--- src/rtl/tx_lane_train_gen.sv ---
// Transmit-side lane training generator: filters PLL lock, sends a training pattern
// until the far end aligns, marks the end with SYNC bytes, then passes payload bytes.
module tx_lane_train_gen #(
  parameter logic [7:0]  TRAIN_PATTERN    = 8'h55,
  parameter logic [7:0]  SYNC_BYTE        = 8'hB8,
  parameter logic [7:0]  IDLE_BYTE        = 8'h00,
  parameter int unsigned MIN_TRAIN_CYCLES = 256,
  parameter int unsigned TIMEOUT_CYCLES   = 4096,
  parameter int unsigned MAX_RETRIES      = 3
) (
  input  logic       SCLK,
  input  logic       RESETN,
  input  logic       PLL_LOCK,
  input  logic       RX_ALGN_DONE,
  input  logic       RX_ALGN_ERR,
  input  logic       TRAIN_REQ,
  input  logic [7:0] TX_DATA_IN,
  input  logic       TX_VALID,
  output logic       TX_READY,
  output logic [7:0] TXD,
  output logic       TX_TRAINING,
  output logic       TX_LINK_UP,
  output logic       TX_TRAIN_ERR,
  output logic [3:0] TRAIN_RETRIES
);

  localparam logic [15:0] MIN_LAST = 16'(MIN_TRAIN_CYCLES - 1);
  localparam logic [15:0] TO_LAST  = 16'(TIMEOUT_CYCLES - 1);
  localparam logic [3:0]  MAX_RET  = 4'(MAX_RETRIES);

  typedef enum logic [2:0] {
    ST_LOCK_WAIT = 3'd0,
    ST_TRAIN     = 3'd1,
    ST_SYNC      = 3'd2,
    ST_LINK      = 3'd3,
    ST_FAIL      = 3'd4
  } state_e;

  state_e      state_q, state_d;
  logic [3:0]  lock_cnt_q, lock_cnt_d;
  logic [15:0] att_cnt_q, att_cnt_d;
  logic [3:0]  retries_q, retries_d;
  logic        sync_cnt_q, sync_cnt_d;
  logic [7:0]  txd_q, txd_d;
  logic        training_q, training_d;
  logic        link_up_q, link_up_d;
  logic        train_err_q, train_err_d;
  logic [3:0]  retries_inc_s;
  logic        accept_s;

  assign TX_READY      = (state_q == ST_LINK) && !TRAIN_REQ && RX_ALGN_DONE;
  assign accept_s      = TX_VALID && TX_READY;
  assign retries_inc_s = retries_q + 4'd1;

  assign TXD           = txd_q;
  assign TX_TRAINING   = training_q;
  assign TX_LINK_UP    = link_up_q;
  assign TX_TRAIN_ERR  = train_err_q;
  assign TRAIN_RETRIES = retries_q;

  // Next-state, counter and output decode
  always_comb begin
    state_d    = state_q;
    lock_cnt_d = lock_cnt_q;
    att_cnt_d  = att_cnt_q;
    retries_d  = retries_q;
    sync_cnt_d = sync_cnt_q;

    if ((state_q != ST_LOCK_WAIT) && !PLL_LOCK) begin
      state_d    = ST_LOCK_WAIT;
      lock_cnt_d = 4'd0;
      att_cnt_d  = 16'd0;
      retries_d  = 4'd0;
      sync_cnt_d = 1'b0;
    end else begin
      case (state_q)
        ST_LOCK_WAIT: begin
          if (!PLL_LOCK) begin
            lock_cnt_d = 4'd0;
          end else if (lock_cnt_q == 4'd15) begin
            state_d    = ST_TRAIN;
            lock_cnt_d = 4'd0;
            att_cnt_d  = 16'd0;
          end else begin
            lock_cnt_d = lock_cnt_q + 4'd1;
          end
        end
        ST_TRAIN: begin
          // ERR beats DONE; timeout only counts when neither fired
          if (TRAIN_REQ) begin
            att_cnt_d = 16'd0;
          end else if (RX_ALGN_ERR || (!(RX_ALGN_DONE && (att_cnt_q >= MIN_LAST)) && (att_cnt_q == TO_LAST))) begin
            att_cnt_d = 16'd0;
            retries_d = retries_inc_s;
            if (retries_inc_s == MAX_RET) begin
              state_d = ST_FAIL;
            end else begin
              state_d = ST_TRAIN;
            end
          end else if (RX_ALGN_DONE && (att_cnt_q >= MIN_LAST)) begin
            state_d    = ST_SYNC;
            att_cnt_d  = 16'd0;
            sync_cnt_d = 1'b0;
          end else begin
            att_cnt_d = att_cnt_q + 16'd1;
          end
        end
        ST_SYNC: begin
          if (TRAIN_REQ || RX_ALGN_ERR) begin
            state_d    = ST_TRAIN;
            att_cnt_d  = 16'd0;
            sync_cnt_d = 1'b0;
          end else if (sync_cnt_q) begin
            state_d    = ST_LINK;
            retries_d  = 4'd0;
            sync_cnt_d = 1'b0;
          end else begin
            sync_cnt_d = 1'b1;
          end
        end
        ST_LINK: begin
          if (TRAIN_REQ || !RX_ALGN_DONE) begin
            state_d   = ST_TRAIN;
            att_cnt_d = 16'd0;
            retries_d = 4'd0;
          end else begin
            state_d = ST_LINK;
          end
        end
        ST_FAIL: begin
          if (TRAIN_REQ) begin
            state_d   = ST_TRAIN;
            att_cnt_d = 16'd0;
            retries_d = 4'd0;
          end else begin
            state_d = ST_FAIL;
          end
        end
        default: begin
          state_d    = ST_LOCK_WAIT;
          lock_cnt_d = 4'd0;
          att_cnt_d  = 16'd0;
          retries_d  = 4'd0;
          sync_cnt_d = 1'b0;
        end
      endcase
    end

    // Outputs are decoded from the next state so they line up with the registered state
    txd_d       = IDLE_BYTE;
    training_d  = 1'b0;
    link_up_d   = 1'b0;
    train_err_d = 1'b0;
    case (state_d)
      ST_TRAIN: begin
        txd_d      = TRAIN_PATTERN;
        training_d = 1'b1;
      end
      ST_SYNC: begin
        txd_d      = SYNC_BYTE;
        training_d = 1'b1;
      end
      ST_LINK: begin
        link_up_d = 1'b1;
        if (accept_s) begin
          txd_d = TX_DATA_IN;
        end else begin
          txd_d = IDLE_BYTE;
        end
      end
      ST_FAIL: begin
        train_err_d = 1'b1;
      end
      default: begin
        txd_d = IDLE_BYTE;
      end
    endcase
  end

  // State, counter and registered-output flops with synchronous active-low reset
  always_ff @(posedge SCLK) begin
    if (!RESETN) begin
      state_q     <= ST_LOCK_WAIT;
      lock_cnt_q  <= 4'd0;
      att_cnt_q   <= 16'd0;
      retries_q   <= 4'd0;
      sync_cnt_q  <= 1'b0;
      txd_q       <= IDLE_BYTE;
      training_q  <= 1'b0;
      link_up_q   <= 1'b0;
      train_err_q <= 1'b0;
    end else begin
      state_q     <= state_d;
      lock_cnt_q  <= lock_cnt_d;
      att_cnt_q   <= att_cnt_d;
      retries_q   <= retries_d;
      sync_cnt_q  <= sync_cnt_d;
      txd_q       <= txd_d;
      training_q  <= training_d;
      link_up_q   <= link_up_d;
      train_err_q <= train_err_d;
    end
  end

endmodule

--- config.mk ---
export PLATFORM = sky130hd
export DESIGN_NAME = tx_lane_train_gen
export DESIGN_NICKNAME = d
export VERILOG_FILES = /design/src/rtl/tx_lane_train_gen.sv
export SDC_FILE = /design/constraint.sdc
export NUM_CORES = 1
export LEC_CHECK = 0
export ABC_AREA = 0
export CORE_ASPECT_RATIO = 2
export CORE_MARGIN = 1.5
export CORE_UTILIZATION = 35
export CTS_BUF_LIST = sky130_fd_sc_hd__clkbuf_8
export DETAILED_ROUTE_END_ITERATION = 7
export PLACE_DENSITY = 0.58
export SYNTH_ARGS = -nofsm -noshare
export SYNTH_HDL_FRONTEND = slang
export SYNTH_SLANG_ARGS = --single-unit
--- constraint.sdc ---
create_clock -name SCLK -period 2.1 [get_ports SCLK]
set_input_delay 0.21 -clock SCLK [delete_from_list [all_inputs] [get_ports SCLK]]
set_output_delay 0.21 -clock SCLK [all_outputs]
set_load 0.1 [all_outputs]
==> flow_summary.ini, run 1 <==
[timing]
fin_skew_ns = 0.005695
relSlewSlack_pct = 70.68
rsz0062_at_grt = true
timing.final.crit_period_ns = 2.007
fmax_ghz = 0.4982
holdWs_ns = 0.4253
tightest_slew_ns = 0.4393
setup_violations = 0
tns_ns = 0
maxSlewViolCount = 0
fin_crit_sh_pct = 95.59
hold_viol_final = 0

[worst_setup_path]
r2r_end = TXD[4]
critical_path_class = register to register
cp_max_fo = 4
timing.rr.start = att_cnt_q[15]
crit_arrival_ns = 2.23
r2r_cells = 7
path_depth = 7
worst-path-buf-inv = 1
cp-startpoint = att_cnt_q[15]
worst_path_max_delay_cell = or4_4
start_kind = register
endpoint = TXD[4]
worstPathRequired_ns = 2.32
rrSetupSlack_ns = 0.09
cp_top_family = simple AND/OR/NAND/NOR gates
end_kind = register
slowest_delay_ns = 0.53
crit_chain = or4_4 -> nor2_2 -> a31o_4 -> a211oi_2 -> buf_4 -> or2_2 -> o31ai_2

[power_and_ir_drop]
power_per_cell_area_mw_per_mm2 = 494.7
p_leak_nw = 1.027
irDropWorstVdd_v = 0.0004244
power_w = 0.001325

[finish]
ff_latch_area_um2 = 789.5
fillers = 566
layout_commonest_cell = buf_4
final_cell_mix = buf_4 (41), dfxtp_1 (32), nor2_1 (32), nand2_1 (20)
multi_input_area_mm2 = 0.001201
final_core_util_pct = 47.30
final_area_mm2 = 0.002678
syn2layout_area_growth_pct = 32.10
drive_gt1_share_pct = 24.03
diodes = 0
layout.nets = 326

[placement]
dp_hpwl_um = 4036
gp_congestion = 0.9198
placed_area_mm2 = 0.002530
numPortBuffers = 30

[route]
first_pass_iters = 4
wl_um = 5331
ant_nets = 0
drcViolationCount = 0
vias_per_cell = 5.442
wl_per_cell_um = 14.45
first_iter_violations = 74
vias = 2008

[logic_synthesis]
yosysWarnings = 0
ys.flop_type = dfxtp_1
synth_edf_count = 0
ys_ff_latch = 39
avgSynthCellArea_um2 = 8.043
synth_nets = 271
syn_inst = 252
ys_async_sr_fraction_pct = 0
syn_area_mm2 = 0.002027
ys_seq_area_share_pct = 38.52
synth.distinct_cells = 48

[die]
die_h_um = 110.6
dieArea_mm2 = 0.006284
rows = 39
coreArea_mm2 = 0.005660
die_w_um = 56.81
ioPinCount = 31
start_util_pct = 35.81

[run]
max_cap_violations = 0

[grt]
first_global_vias = 1941
antenna_found_initial = 0
grt_pass1_wl_um = 8763
grtUsageTotal_pct = 17.83
grt_overflow = 0
grt_max_degree = 17

[clocking]
clk_pin_slew_ns = 0.08
cts_buffers = 5
worstSkewPairLatency_ns = 0.30
htree_num_levels = 2
cts_tree = done
cts_sinks = 39
cts_root_buffer = clkbuf_8
hold_buffers = 0
clockBufferDepth = 2

[worst_hold_path]
min_path_type = input pin to register

[outcome]
status = completed
Yosys cell counts (2+ instances only):
| master | count | area share, % |
|---|---|---|
| nor4_1 | 16 | 4.9 |
| and2_1 | 2 | 0.62 |
| xnor2_1 | 16 | 6.9 |
| nor2b_1 | 2 | 0.62 |
| nand2_1 | 20 | 3.7 |
| nand3b_1 | 2 | 0.74 |
| and3_1 | 4 | 1.2 |
| nand4_1 | 5 | 1.5 |
| a21oi_1 | 16 | 4.0 |
| nor3b_1 | 3 | 1.1 |
| nor2_1 | 33 | 6.1 |
| or2_2 | 5 | 1.5 |
| a31oi_1 | 10 | 3.1 |
| nor2_2 | 2 | 0.62 |
| nor3_1 | 8 | 2.0 |
| o31ai_1 | 3 | 1.1 |
| clkbuf_1 | 4 | 0.74 |
| buf_2 | 2 | 0.49 |
| inv_1 | 11 | 2.0 |
| ha_1 | 4 | 2.5 |
| o211ai_1 | 2 | 0.74 |
| a211oi_1 | 2 | 0.74 |
| nand3_1 | 6 | 1.5 |
| o21ai_0 | 11 | 2.7 |
| dfxtp_1 | 39 | 39 |
| or4_1 | 2 | 0.74 |
registers in the layout, indices dropped and copies added, names as in the netlist:
name and count:
TRAIN_RETRIES 4, TXD 8, TX_LINK_UP 1, TX_TRAINING 1, TX_TRAIN_ERR 1, att_cnt_q 16, lock_cnt_q 4, state_q 3
sync_cnt_q 1
routing by layer:
| metal | part of all wire [%] | global-route usage (%) |
|---|---|---|
| met5 | 0 | 0 |
| met4 | 3.1 | 8.837 |
| met3 | 2.9 | 3.981 |
| met2 | 57 | 33.49 |
| met1 | 37 | 17.41 |
metrics by stage:
step                cells  setup slack (ns)
floorplan             252           0.05424
global placement      360          -0.06088
detailed placement    360          -0.02926
CTS                   368           0.03018
global route          369          -0.04356
finish                369           0.09267
area by class of cell:
| type | instances | share of cell area (%) |
|---|---|---|
| flip-flops and latches | 39 | 29.49 |
| clock buffers | 5 | 2.570 |
| repair buffers | 57 | 18.22 |
| inverters | 11 | 1.542 |
| clock inverters | 3 | 0.4673 |
| multi-input cells | 193 | 44.86 |
| well taps | 61 | 2.850 |
worst reg2reg max path: cells and delay by family (launching register included):
family	cells	cell delay (ns)
buf+inv	1	0.16
flops	1	0.34
compound gates	3	0.48
simple gates	3	0.95
where the power goes:
group | internal (W) | switching (W) | total [W]
Clock | 0.000223 | 0.000264 | 0.000487
Sequential | 0.000743 | 0.00000393 | 0.000746
Combinational | 0.0000496 | 0.0000414 | 0.0000909
worst min path at each step:
stage / start / end / cells past startpoint
after floorplan: TX_DATA_IN[1] / TXD[1] / 2
after CTS: TX_DATA_IN[1] / TXD[1] / 3
after detailed placement: TRAIN_RETRIES[1] / TRAIN_RETRIES[1] / 2
final: TX_DATA_IN[1] / TXD[1] / 3
after global placement: TRAIN_RETRIES[3] / TRAIN_RETRIES[3] / 2
after global routing: TX_DATA_IN[1] / TXD[1] / 3
repair_timing:
item | 4_1_cts | 5_1_grt
setup buffers | 0 | 1
resized for setup | 0 | 15
endpoints found under the hold margin | 0 | 0
setup endpoints to repair | 0 | 9
cell families (layout without fill, tap and decap cells):
logic type	Yosys count	after routing	synth area share, %
XOR/XNOR	16	16	6.913
adder cells (fa/ha/maj)	5	5	2.963
flip-flops	39	39	38.52
AO/OA/AOI/OAI	56	56	17.59
buffers and inverters	20	76	4.876
AND/OR/NAND/NOR	116	116	29.14
No activity file was read; power rests on OpenSTA's default activity.
==> run 2, diff against run 1 <==
--- a/config.mk
+++ b/config.mk
@@ -6,6 +6,7 @@
 export NUM_CORES = 1
 export LEC_CHECK = 0
 export ABC_AREA = 0
+export CAP_MARGIN = 20
 export CORE_ASPECT_RATIO = 2
 export CORE_MARGIN = 1.5
 export CORE_UTILIZATION = 35
==> results of run 2 <==
The final DEF is identical to that of run 1; final timing and power are the same.
==> run 3, diff against run 2 <==
--- a/config.mk
+++ b/config.mk
@@ -11,6 +11,7 @@
 export CORE_MARGIN = 1.5
 export CORE_UTILIZATION = 35
 export CTS_BUF_LIST = sky130_fd_sc_hd__clkbuf_8
+export CTS_CLUSTER_DIAMETER = 100
 export DETAILED_ROUTE_END_ITERATION = 7
 export PLACE_DENSITY = 0.58
 export SYNTH_ARGS = -nofsm -noshare
==> results of run 3 <==
The final DEF is identical to that of run 1; final timing and power are the same.
